File: src/rtl/rv_pipe_pkg.sv
// Shared RV32 front-end definitions: base opcodes, the canonical NOP, field
// bit positions and the fetch-to-decode payload type.
package rv_pipe_pkg;

  localparam logic [6:0] OPC_OP     = 7'h33;
  localparam logic [6:0] OPC_OPIMM  = 7'h13;
  localparam logic [6:0] OPC_LOAD   = 7'h03;
  localparam logic [6:0] OPC_STORE  = 7'h23;
  localparam logic [6:0] OPC_BRANCH = 7'h63;
  localparam logic [6:0] OPC_JAL    = 7'h6F;

  // ADDI x0,x0,0
  localparam logic [31:0] RV_NOP_INSTR = 32'h0000_0013;

  localparam int OPC_LSB    = 0;
  localparam int OPC_MSB    = 6;
  localparam int RD_LSB     = 7;
  localparam int RD_MSB     = 11;
  localparam int FUNCT3_LSB = 12;
  localparam int FUNCT3_MSB = 14;
  localparam int RS1_LSB    = 15;
  localparam int RS1_MSB    = 19;
  localparam int RS2_LSB    = 20;
  localparam int RS2_MSB    = 24;
  localparam int FUNCT7B5   = 30;

  typedef struct packed {
    logic [31:0] instr;
    logic [31:0] pc;
  } if_id_t;

  // 32-bit encodings always end in 2'b11; anything else is compressed or illegal here.
  function automatic logic is_32b_encoding(input logic [1:0] low_bits);
    return low_bits == 2'b11;
  endfunction

endpackage

File: src/rtl/rv_instr_field_split.sv
// Combinational slicer for the RV32 base-format decode fields, shared by the
// IF/ID register and the ID stage.
module rv_instr_field_split
  import rv_pipe_pkg::*;
#(
  parameter int ILEN = 32
) (
  input  logic            valid,
  input  logic [ILEN-1:0] instr,
  output logic [6:0]      opcode,
  output logic [4:0]      rd,
  output logic [2:0]      funct3,
  output logic [4:0]      rs1,
  output logic [4:0]      rs2,
  output logic            funct7b5,
  output logic            illegal
);

  if (ILEN < 32) begin : g_bad_ilen
    $error("rv_instr_field_split: ILEN must be at least 32");
  end

  assign opcode   = instr[OPC_MSB:OPC_LSB];
  assign rd       = instr[RD_MSB:RD_LSB];
  assign funct3   = instr[FUNCT3_MSB:FUNCT3_LSB];
  assign rs1      = instr[RS1_MSB:RS1_LSB];
  assign rs2      = instr[RS2_MSB:RS2_LSB];
  assign funct7b5 = instr[FUNCT7B5];
  assign illegal  = valid && !is_32b_encoding(instr[1:0]);

  // Remaining funct7 bits are decoded downstream, not here.
  logic unused_bits;
  if (ILEN > 32) begin : g_wide
    assign unused_bits = ^{instr[ILEN-1:32], instr[31], instr[29:25]};
  end else begin : g_narrow
    assign unused_bits = ^{instr[31], instr[29:25]};
  end

endmodule

File: src/rtl/if_id_pipe_reg.sv
// IF/ID pipeline register: valid/ready with a 2-entry skid buffer, redirect
// flush, NOP bubble when empty and pre-split decode fields.
module if_id_pipe_reg
  import rv_pipe_pkg::*;
#(
  parameter int              ILEN      = 32,
  parameter int              PC_WIDTH  = 32,
  parameter logic [ILEN-1:0] NOP_INSTR = ILEN'(RV_NOP_INSTR)
) (
  input  logic                clk,
  input  logic                rst,
  input  logic                in_valid,
  output logic                in_ready,
  input  logic [ILEN-1:0]     in_instr,
  input  logic [PC_WIDTH-1:0] in_pc,
  input  logic                flush,
  output logic                out_valid,
  input  logic                out_ready,
  output logic [ILEN-1:0]     out_instr,
  output logic [PC_WIDTH-1:0] out_pc,
  output logic [6:0]          out_opcode,
  output logic [4:0]          out_rd,
  output logic [2:0]          out_funct3,
  output logic [4:0]          out_rs1,
  output logic [4:0]          out_rs2,
  output logic                out_funct7b5,
  output logic                out_illegal
);

  logic                h_valid_q, h_valid_d;
  logic [ILEN-1:0]     h_instr_q, h_instr_d;
  logic [PC_WIDTH-1:0] h_pc_q,    h_pc_d;
  logic                s_valid_q, s_valid_d;
  logic [ILEN-1:0]     s_instr_q, s_instr_d;
  logic [PC_WIDTH-1:0] s_pc_q,    s_pc_d;
  logic                in_ready_q, in_ready_d;

  logic in_fire;
  logic head_free;

  assign in_fire   = in_valid && in_ready_q;
  // Head can take a new entry when empty or when decode is taking it this cycle.
  assign head_free = !h_valid_q || out_ready;

  always_comb begin
    h_valid_d = h_valid_q;
    h_instr_d = h_instr_q;
    h_pc_d    = h_pc_q;
    s_valid_d = s_valid_q;
    s_instr_d = s_instr_q;
    s_pc_d    = s_pc_q;

    if (flush) begin
      h_valid_d = 1'b0;
      h_instr_d = NOP_INSTR;
      h_pc_d    = '0;
      s_valid_d = 1'b0;
    end else if (head_free) begin
      // in_ready is low whenever the skid is full, so the skid always wins here.
      if (s_valid_q) begin
        h_valid_d = 1'b1;
        h_instr_d = s_instr_q;
        h_pc_d    = s_pc_q;
        s_valid_d = 1'b0;
      end else if (in_fire) begin
        h_valid_d = 1'b1;
        h_instr_d = in_instr;
        h_pc_d    = in_pc;
      end else begin
        h_valid_d = 1'b0;
        h_instr_d = NOP_INSTR;
        h_pc_d    = '0;
      end
    end else if (in_fire) begin
      s_valid_d = 1'b1;
      s_instr_d = in_instr;
      s_pc_d    = in_pc;
    end

    in_ready_d = !s_valid_d;
  end

  always_ff @(posedge clk) begin
    if (rst) begin
      h_valid_q  <= 1'b0;
      h_instr_q  <= NOP_INSTR;
      h_pc_q     <= '0;
      s_valid_q  <= 1'b0;
      in_ready_q <= 1'b1;
    end else begin
      h_valid_q  <= h_valid_d;
      h_instr_q  <= h_instr_d;
      h_pc_q     <= h_pc_d;
      s_valid_q  <= s_valid_d;
      in_ready_q <= in_ready_d;
    end
  end

  // Skid payload is qualified by s_valid_q, so it needs no reset.
  always_ff @(posedge clk) begin
    s_instr_q <= s_instr_d;
    s_pc_q    <= s_pc_d;
  end

  assign in_ready  = in_ready_q;
  assign out_valid = h_valid_q;
  assign out_instr = h_instr_q;
  assign out_pc    = h_pc_q;

  rv_instr_field_split #(
    .ILEN(ILEN)
  ) u_split (
    .valid    (h_valid_q),
    .instr    (h_instr_q),
    .opcode   (out_opcode),
    .rd       (out_rd),
    .funct3   (out_funct3),
    .rs1      (out_rs1),
    .rs2      (out_rs2),
    .funct7b5 (out_funct7b5),
    .illegal  (out_illegal)
  );

endmodule

File: config.mk
export PLATFORM = sky130hd
export DESIGN_NAME = if_id_pipe_reg
export DESIGN_NICKNAME = d
export VERILOG_FILES = /design/src/rtl/rv_pipe_pkg.sv /design/src/rtl/rv_instr_field_split.sv /design/src/rtl/if_id_pipe_reg.sv
export SDC_FILE = /design/constraint.sdc
export NUM_CORES = 1
export LEC_CHECK = 0
export ABC_CLOCK_PERIOD_IN_PS = 7100
export CAP_MARGIN = 20
export CORE_MARGIN = 2
export CORE_UTILIZATION = 50
export CTS_BUF_LIST = sky130_fd_sc_hd__clkbuf_8
export DETAILED_ROUTE_END_ITERATION = 12
export MAX_ROUTING_LAYER = met4
export PLACE_DENSITY_LB_ADDON = 0.3
export SLEW_MARGIN = 25
export SYNTH_ARGS = -nofsm -noshare
export SYNTH_HDL_FRONTEND = slang
export SYNTH_HIERARCHICAL = 1
export SYNTH_SLANG_ARGS = --single-unit
File: constraint.sdc
create_clock -name clk -period 7.1 [get_ports clk]
set_input_delay 0.71 -clock clk [delete_from_list [all_inputs] [get_ports clk]]
set_output_delay 0.71 -clock clk [all_outputs]
set_load 0.01 [all_outputs]
==> summary.md, run 1 <==
| Metric | Value |
|---|---|
| RSZ-0062 raised after global routing | `no` |
| GR met2 Demand/Resource | `35.4%` |
| Worst Path Buf+Inv | `2` |
| Synth top area cells | `edfxtp_1, dfxtp_1, a311oi_1, nand4b_1, nor3b_1` |
| Gr usage total | `21.7%` |
| Critical Path RT | `6.39 ns` |
| DIE HEIGHT | `112 um` |
| Worst-path cell chain | `buf_4 > clkdlybuf4s50_1` |
| CP Max Fanout | `35` |
| Core area | `0.0114 mm^2` |
| Vias per Instance | `5.92` |
| Initial antenna violation count | `0` |
| HPWL Detailed | `8210 um` |
| Seq cells post-synth | `131` |
| Die footprint | `0.0125 mm^2` |
| Pwr dens | `215 mW/mm^2` |
| Clock sink count | `131` |
| Post-synth EDFFs | `64` |
| Max_cap viols | `0` |
| Setup TNS | `0 ns` |
| Synthesis Warnings | `6` |
| Crit. End Element | `output port` |
| Crit start category | `register` |
| Pleak | `2.29 nW` |
| Syn Area/Cell | `12.1 um^2` |
| Synth cell count leaders | `dfxtp_1, edfxtp_1, nand2_1` |
| Initial Utilization | `51.2%` |
| Status | `finished clean` |
| Final hold vios | `0` |
| Most Crowded Layer GR | `met2` |
| GR Util met1 | `26.3%` |
| Crit-path leading delay family | `buffers and inverters` |
| CTS tree | `yes` |
| Depth of the CTS H-tree | `4` |
| R2r startpoint | `in_ready` |
| # IOs | `162` |
| Post-CTS Setup Inserts | `0` |
| Die Width | `112 um` |
| DRT iter0 DRCs | `336` |
| Worst skew pair latency | `0.44 ns` |
| Syn Inst Count | `480` |
| Most frequent cell after synthesis | `dfxtp_1` |
| Fmax achieved | `0.332 GHz` |
| Crit path DAT | `2.30 ns` |
| Share of the synthesized area in the top cell type | `33.0%` |
| DRC errors left | `0` |
| Largest net degree at the start of global routing | `130` |
| Area of placed instances | `0.00703 mm^2` |
| Row count | `39` |
| Worst stage delay on the critical path | `0.79 ns` |
| Fin crit period | `3.01 ns` |
| WHS | `0.548 ns` |
| Setup violations, final | `0` |
| Post-CTS Hold Buffers | `0` |
| Final cell count without fillers | `742` |
| Async S/R FF share, synth | `0%` |
| Pins over their slew limit | `0` |
| Max VDD drop | `120 uV` |
| Final Cycle Share | `42.4%` |
| Synth cell types | `21` |
| Least-Margin Pin Slew | `0.795 ns` |
| Syn nets | `549` |
| Clock transition at path regs | `0.07 ns` |
| Nets | `655` |
| Wirelength per Cell | `18.3 um` |
| Number of diodes | `0` |
| Min-delay src | `s_pc_q[30]` |
| First-pass GRT wire length | `20,700 um` |
| Total number of vias | `4,391` |
| CTS resizes | `0` |
| Post-synthesis sequential area ratio | `56.1%` |
| Min-delay worst type | `reg -> reg` |
| Setup Skew | `0.0103 ns` |
| Clock Path Buffers | `2` |
| Vias in the first global route | `4,038` |
| Gp weighted congestion | `0.808` |
| Post-synth top flop | `dfxtp_1` |
| Post-synth top area cell | `edfxtp_1` |
| Post-Syn Area | `0.00582 mm^2` |
| GR Layer Usage met3 | `5.39%` |
| Root Buffer | `clkbuf_8` |
| Proportion of layout cells with a drive suffix above 1 | `7.68%` |
| Port Buffers | `161` |
| Detail Route Antenna Nets | `0` |
| Remaining global-route overflow | `0` |
| Placed Cells | `709` |
| Critical path's slowest cell | `dfxtp_2` |
| CP Launch Point | `in_ready` |
| TritonRoute pass-1 iters | `5` |
| Post-place setup slack | `4.46 ns` |
| Post-Layout Inst Area | `0.00745 mm^2` |
| TritonCTS buffer count | `17` |
| Critical path class | `reg -> out` |
| Syn-to-layout area delta | `28.1%` |
| Worst Slack Setup Final | `4.09 ns` |
| Slew HR | `47.0%` |
| Drt total wl | `13,600 um` |
==> final timing paths <==
path,end,slack [ns],cells after the start
max,in_ready,4.09,2
min,out_pc[30],0.55,2
max reg2reg,s_pc_q[7],4.62,4
min reg2reg,out_pc[30],0.55,2
==> power by group <==
group	switching (mW)	leakage (nW)	internal [mW]
sequential	0.0147	1.12	0.807
combinational	0.0639	0.968	0.0854
clock	0.289	0.202	0.344
total	0.368	2.29	1.24
==> metal layers <==
layer | share of wire [%] | vias to the layer above
met1 | 40 | 2136
met5 | 0 | -
met2 | 51 | 187
met4 | 1.9 | 0
met3 | 6.8 | 18
li1 | - | 2050
==> sequential cells by signal, indices dropped and copies added (netlist names) <==
| register | cells |
|---|---|
| out_instr | 32 |
| out_pc | 32 |
| s_instr_q | 32 |
| s_pc_q | 32 |
| in_ready | 1 |
| out_valid | 1 |
| s_valid_q | 1 |
==> area by class of cell <==
| type | instances | area [um^2] |
|---|---|---|
| Timing Repair Buffer | 169 | 1670 |
| Sequential cell | 131 | 3270 |
| Clock buffer | 17 | 234 |
| Clock inverter | 15 | 166 |
| Multi-Input combinational cell | 267 | 1920 |
| Tap cell | 143 | 179 |
| Fill cell | 895 | 3920 |
==> logic make-up (layout without fill, tap and decap cells) <==
group	Yosys count	after routing	share of synthesized area, %
buf+inv	82	201	10.9
compound gates	67	67	10.0
flops	131	131	56.1
simple gates	200	200	23.0
==> layout by cell type (no fill, tap or decap), types with 2 or more instances in the layout <==
| master | count |
|---|---|
| nand4b_1 | 61 |
| clkdlybuf4s50_1 | 159 |
| nand3b_1 | 3 |
| nor3b_1 | 61 |
| nand2_1 | 62 |
| a21oi_1 | 2 |
| dfxtp_4 | 2 |
| bufinv_16 | 3 |
| clkinvlp_4 | 2 |
| buf_2 | 2 |
| clkinv_1 | 2 |
| a311oi_1 | 61 |
| clkinv_2 | 3 |
| o311ai_1 | 3 |
| clkinv_4 | 3 |
| buf_4 | 7 |
| nor2b_1 | 4 |
| nor4bb_1 | 3 |
| dfxtp_1 | 64 |
| edfxtp_1 | 64 |
| clkbuf_8 | 17 |
==> tightest hold or removal path: stages, from the launching register on <==
cell	delay, ns
edfxtp_1	0.35
nand2_1	0.07
a311oi_1	0.08
==> metrics by stage <==
stage | power, mW | util (%)
after global placement | 0.984 | 61.8
after detailed placement | 0.988 | 61.8
final | 1.60 | 65.5
after floorplan | 0.910 | -
after global routing | 1.66 | 65.5
after CTS | 1.62 | 65.3
Note: power is estimated with default switching activity, not from simulation.
==> inputs of run 2 (changes only) <==
ABC_CLOCK_PERIOD_IN_PS = 2600   (was 7100)
CORE_UTILIZATION = 45   (was 50)
clock period = 2.6 ns   (was 7.1 ns; I/O delays follow)
==> summary.md, run 2 (synthesis gave the netlist of run 1 again) <==
| Metric | Value |
|---|---|
| Status | `finished clean` |
| Max VDD drop | `482 uV (+300%)` |
| TritonCTS buffer count | `17 (unchanged)` |
| Worst stage delay on the critical path | `0.65 ns (-0.14 ns)` |
| RSZ-0062 raised after global routing | `no` |
| Critical path class | `reg -> out` |
| Vias per Instance | `5.60 (-5.3%)` |
| CTS tree | `yes` |
| Gp weighted congestion | `0.754 (-6.7%)` |
| Worst Path Buf+Inv | `1 (-1)` |
| Most frequent cells in the layout | `clkdlybuf4s50_1, dfxtp_1, edfxtp_1` |
| CTS resizes | `0 (unchanged)` |
| Slew HR | `52.3% (+5.3 points)` |
| HPWL Detailed | `8680 um (+5.8%)` |
| Min-delay worst type | `in -> reg` |
| Setup Skew | `0.00909 ns (-0.00118 ns)` |
| Drt total wl | `14,000 um (+3.0%)` |
| Worst-path cell chain | `clkdlybuf4s50_1` |
| Die Width | `118 um (+5.2%)` |
| Proportion of layout cells with a drive suffix above 1 | `8.49% (+0.81 points)` |
| Post-place setup slack | `0.616 ns (-3.84 ns)` |
| Crit. End Element | `output port` |
| Core area | `0.0126 mm^2 (+11%)` |
| DIE HEIGHT | `118 um (+5.2%)` |
| Wirelength per Cell | `18.0 um (-1.3%)` |
| Clock sink count | `131 (unchanged)` |
| Worst skew pair latency | `0.43 ns (about the same)` |
| Crit-path leading delay family | `buffers and inverters` |
| Final Cycle Share | `70.7%` |
| Row count | `41 (+5.1%)` |
| Port Buffers | `161 (unchanged)` |
| Root Buffer | `clkbuf_8` |
| Post-CTS Setup Inserts | `0 (unchanged)` |
| Post-CTS Hold Buffers | `0 (unchanged)` |
| Least-Margin Pin Slew | `0.715 ns (-0.0797 ns)` |
| Clock transition at path regs | `0.07 ns (about the same)` |
| Vias in the first global route | `4,286 (+6.1%)` |
| Initial antenna violation count | `1 (+1)` |
| Critical path's slowest cell | `clkdlybuf4s50_1` |
| Die footprint | `0.0139 mm^2 (+11%)` |
| Crit path DAT | `1.58 ns (-0.72 ns)` |
| Post-Layout Inst Area | `0.00758 mm^2 (+1.7%)` |
| Area of placed instances | `0.00711 mm^2 (+1.1%)` |
| Fin crit period | `1.84 ns` |
| CP Max Fanout | `13 (-63%)` |
| Fmax achieved | `0.544 GHz` |
| Depth of the CTS H-tree | `4 (unchanged)` |
| Setup violations, final | `0 (unchanged)` |
| Detail Route Antenna Nets | `0 (unchanged)` |
| # IOs | `162 (unchanged)` |
| Syn-to-layout area delta | `30.3%` |
| Commonest non-fill, non-tap cell in the layout | `clkdlybuf4s50_1` |
| Final hold vios | `0 (unchanged)` |
| Gr usage total | `20.5% (-1.2 points)` |
| Largest net degree at the start of global routing | `66 (-49%)` |
| Worst Slack Setup Final | `0.763 ns (-3.33 ns)` |
| Total number of vias | `4,336 (-1.3%)` |
| DRT iter0 DRCs | `323 (-3.9%)` |
| Pins over their slew limit | `0 (unchanged)` |
| Initial Utilization | `46.1% (-5.1 points)` |
| Crit start category | `register` |
| DRC errors left | `0 (unchanged)` |
| First-pass GRT wire length | `21,900 um (+5.7%)` |
| Clock Path Buffers | `2 (unchanged)` |
| Max_cap viols | `0 (unchanged)` |
| Critical Path RT | `2.34 ns (-4.05 ns)` |
| TritonRoute pass-1 iters | `5 (unchanged)` |
| Nets | `658 (+0.46%)` |
| Final core utilization | `60.0% (-5.5 points)` |
| Pwr dens | `612 mW/mm^2 (+180%)` |
| Remaining global-route overflow | `0 (unchanged)` |
| Pleak | `2.34 nW (+2.2%)` |
==> run 2: stage by stage <==
step / cells / total power, mW / hold slack, ns / setup TNS, ns
after global placement: 742 / 2.69 / 0.538 / 0
after floorplan: 480 / 2.49 / 0.359 / -4.07
final: 774 / 4.64 / 0.419 / 0
after CTS: 773 / 4.68 / 0.390 / 0
after detailed placement: 742 / 2.70 / 0.542 / 0
after global routing: 774 / 4.79 / 0.382 / 0
==> run 2: path summary, 6_finish.rpt <==
path,from,to,slack [ns],cells past startpoint
min reg2reg,s_instr_q[24],out_instr[24],0.55,2
min,in_instr[24],s_instr_q[24],0.42,1
max,in_ready,in_ready,0.76,1
max reg2reg,in_ready,out_instr[0],0.85,3
==> run 2: final cells by class <==
cell class                 instances  area (um^2)
fill                            1064         5040
sequential                       131         3270
multi-input combinational        267         1940
timing repair buffer             172         1680
clock buffer                      21          289
tap                              172          215
clock inverter                    10          179
antenna                            1         2.50
==> run 2: metal layers <==
metal | track usage (%) | up-vias | part of all wire [%]
li1 | - | 2055 | -
met1 | 24.2 | 2101 | 41
met2 | 32.8 | 163 | 49
met3 | 6.40 | 17 | 8.0
met4 | 7.83 | 0 | 1.6
met5 | - | - | 0
==> run 2: where the power goes <==
| part | internal (mW) | switching (mW) |
|---|---|---|
| clock | 1.23 | 0.745 |
| sequential | 2.20 | 0.0311 |
| combinational | 0.235 | 0.187 |
| total | 3.67 | 0.963 |
==> inputs of run 3 (changes only) <==
ABC_CLOCK_PERIOD_IN_PS = 1500   (was 2600)
clock period = 1.5 ns   (was 2.6 ns; I/O delays follow)
==> summary.md, run 3 (synthesis gave the netlist of run 1 again) <==
| Metric | Value |
|---|---|
| Multi-input logic area | `0.00194 mm^2 (unchanged)` |
| Critical Path RT | `1.35 ns (-0.99 ns)` |
| Flip-flop and latch area | `0.00327 mm^2 (+0.15%)` |
| Depth of the CTS H-tree | `4 (unchanged)` |
| Max VDD drop | `530 uV (+9.9%)` |
| Setup Skew | `0.00751 ns (-0.00157 ns)` |
| Initial Utilization | `46.1% (unchanged)` |
| Remaining global-route overflow | `0 (unchanged)` |
| Internal Power | `5.68 mW (+55%)` |
| Fill cell count | `1,085 (+2.0%)` |
| Crit start category | `register` |
| Core area | `0.0126 mm^2 (unchanged)` |
| Critical path class | `reg -> out` |
| Fin crit period | `1.46 ns` |
| Most frequent cells in the layout | `dlygate4sd2_1, clkdlybuf4s50_1, edfxtp_1` |
| Clock Path Buffers | `2 (unchanged)` |
| TritonRoute pass-1 iters | `4 (-1)` |
| Net Sw Frac | `22.5% (+1.7 points)` |
| Final Cycle Share | `97.1%` |
| Post-CTS Setup Inserts | `0 (unchanged)` |
| Crit path DAT | `1.31 ns (-0.27 ns)` |
| Detail Route Antenna Nets | `0 (unchanged)` |
| Initial antenna violation count | `2 (+1)` |
| Crit. End Element | `output port` |
| Gp weighted congestion | `0.770 (+2.1%)` |
| Vias in the first global route | `4,372 (+2.0%)` |
| Min-delay src | `out_ready` |
| Fmax achieved | `0.687 GHz` |
| Min-delay worst type | `in -> reg` |
| HPWL Detailed | `9010 um (+3.8%)` |
| Logic pwr share | `9.6% (+0.5 points)` |
| Critical path's slowest cell | `clkdlybuf4s50_1` |
| Capture point of the worst reg-to-reg path | `s_instr_q[8]` |
| Wirelength per Cell | `18.2 um (+0.92%)` |
| Largest net degree at the start of global routing | `66 (unchanged)` |
| Die footprint | `0.0139 mm^2 (unchanged)` |
| Area of placed instances | `0.00725 mm^2 (+2.0%)` |
| Max_cap viols | `0 (unchanged)` |
| CTS tree | `yes` |
| DIE HEIGHT | `118 um (unchanged)` |
| Commonest non-fill, non-tap cell in the layout | `dlygate4sd2_1` |
| Worst-path cell chain | `clkdlybuf4s50_1` |
| First-pass GRT wire length | `22,500 um (+2.7%)` |
| Die Width | `118 um (unchanged)` |
| Pwr dens | `966 mW/mm^2 (+58%)` |
| Syn-to-layout area delta | `30.3% (about the same)` |
| DRT iter0 DRCs | `317 (-1.9%)` |
| Clock transition at path regs | `0.07 ns (about the same)` |
| Crit-path leading delay family | `buffers and inverters` |
| Crit path depth | `1 (unchanged)` |
| Proportion of layout cells with a drive suffix above 1 | `9.34% (+0.86 points)` |
| Least-Margin Pin Slew | `0.416 ns (-0.299 ns)` |
| Slew HR | `72.3% (+20 points)` |
| Post-Layout Inst Area | `0.00758 mm^2 (about the same)` |
| Vias per Instance | `5.62 (+0.39%)` |
| # IOs | `162 (unchanged)` |
| Pins over their slew limit | `0 (unchanged)` |
| Net switching power | `1.65 mW (+71%)` |
| TritonCTS buffer count | `17 (unchanged)` |
| Hold Path End | `in_ready` |
| Nets | `666 (+1.2%)` |
| Worst stage delay on the critical path | `0.53 ns (-0.12 ns)` |
| Clock share of power | `37.6% (-5.1 points)` |
| Row count | `41 (unchanged)` |
| DRC errors left | `0 (unchanged)` |
| RSZ-0062 raised after global routing | `no` |
| Setup violations, final | `0 (unchanged)` |
| Root Buffer | `clkbuf_8` |
| CP Max Fanout | `2 (-11)` |
| Reg power frac | `52.8% (+4.6 points)` |
| Gr usage total | `21.3% (+0.80 points)` |
| Clock sink count | `131 (unchanged)` |
| Final hold vios | `0 (unchanged)` |
| Total number of vias | `4,409 (+1.7%)` |
| FF-to-FF path depth | `3 (unchanged)` |
| Hold path depth | `3 (+2)` |
| Port Buffers | `161 (unchanged)` |
| Worst Path Buf+Inv | `1 (unchanged)` |
| Reg2reg setup slack | `0.10 ns (-0.75 ns)` |
| R2r startpoint | `out_valid` |
| Drt total wl | `14,300 um (+2.2%)` |
| Worst skew pair latency | `0.45 ns (+0.02 ns)` |
| Pleak | `2.85 nW (+22%)` |
| Post-layout power | `7.32 mW (+58%)` |
| Status | `finished clean` |
-- run 3: changes by cell type in the layout (fill, tap and decap cells not counted), moves of 2 or more --
cell and change:
clkinvlp_4 -2, dlymetal6s2s_1 +7, buf_12 +7, dfxtp_1 -2
dlygate4sd2_1 +82, bufinv_16 -4, clkdlybuf4s50_1 -90, inv_1 +4
-- run 3: stage by stage --
step | utilization, % | hold WS [ns] | setup slack (ns) | TNS, ns | std cells
2_1_floorplan | - | 0.249 | -1.16 | -74.47 | 480
3_3_place_gp | 57.4 | 0.535 | -0.00569 | -0.0116 | 749
3_5_place_dp | 57.4 | 0.540 | -0.0531 | -0.618 | 749
4_1_cts | 59.8 | 0.114 | 0.00594 | 0 | 782
5_1_grt | 60.1 | 0.143 | 0.00208 | 0 | 784
6_report | 60.1 | 0.139 | 0.0434 | 0 | 784
-- run 3: worst max-delay path by stage --
stage          slack (ns)        from           end
2_1_floorplan       -1.16    in_ready  s_instr_q[0]
3_3_place_gp       -0.006       flush     out_pc[2]
3_5_place_dp        -0.05       flush     out_pc[4]
4_1_cts             0.006  out_pc[10]    out_pc[10]
5_1_grt             0.002  out_pc[27]    out_pc[27]
6_report             0.04  out_pc[27]    out_pc[27]
-- run 3: per-layer routing --
layer	up-vias	wire (um)	global-route usage, %
li1	2073	-	-
met1	2142	5930	24.7
met2	169	7070	34.3
met3	25	1030	7.61
met4	0	233	7.30
met5	-	0	-
-- run 3: cell type report --
class                           count  area share [%]
Multi-Input combinational cell    267            25.6
Sequential cell                   131            43.2
Tap cell                          172            2.84
Clock inverter                     10           0.892
Timing Repair Buffer              180            23.4
Clock buffer                       22            4.00
Antenna cell                        2          0.0660
-- run 3: power by group through the flow --
stage          registers, mW  clock network [mW]  logic [mW]
2_1_floorplan           3.97                   0       0.342
3_3_place_gp            3.95                   0       0.738
3_5_place_dp            3.95                   0       0.754
4_1_cts                 3.87                2.81       0.706
5_1_grt                 3.87                2.99       0.752
6_report                3.87                2.76       0.701
-- run 3: repair_timing --
item	4_1_cts	5_1_grt
gates resized for setup	87	8
setup endpoints to repair	83	10
gates cloned	1	0
hold buffers	0	0
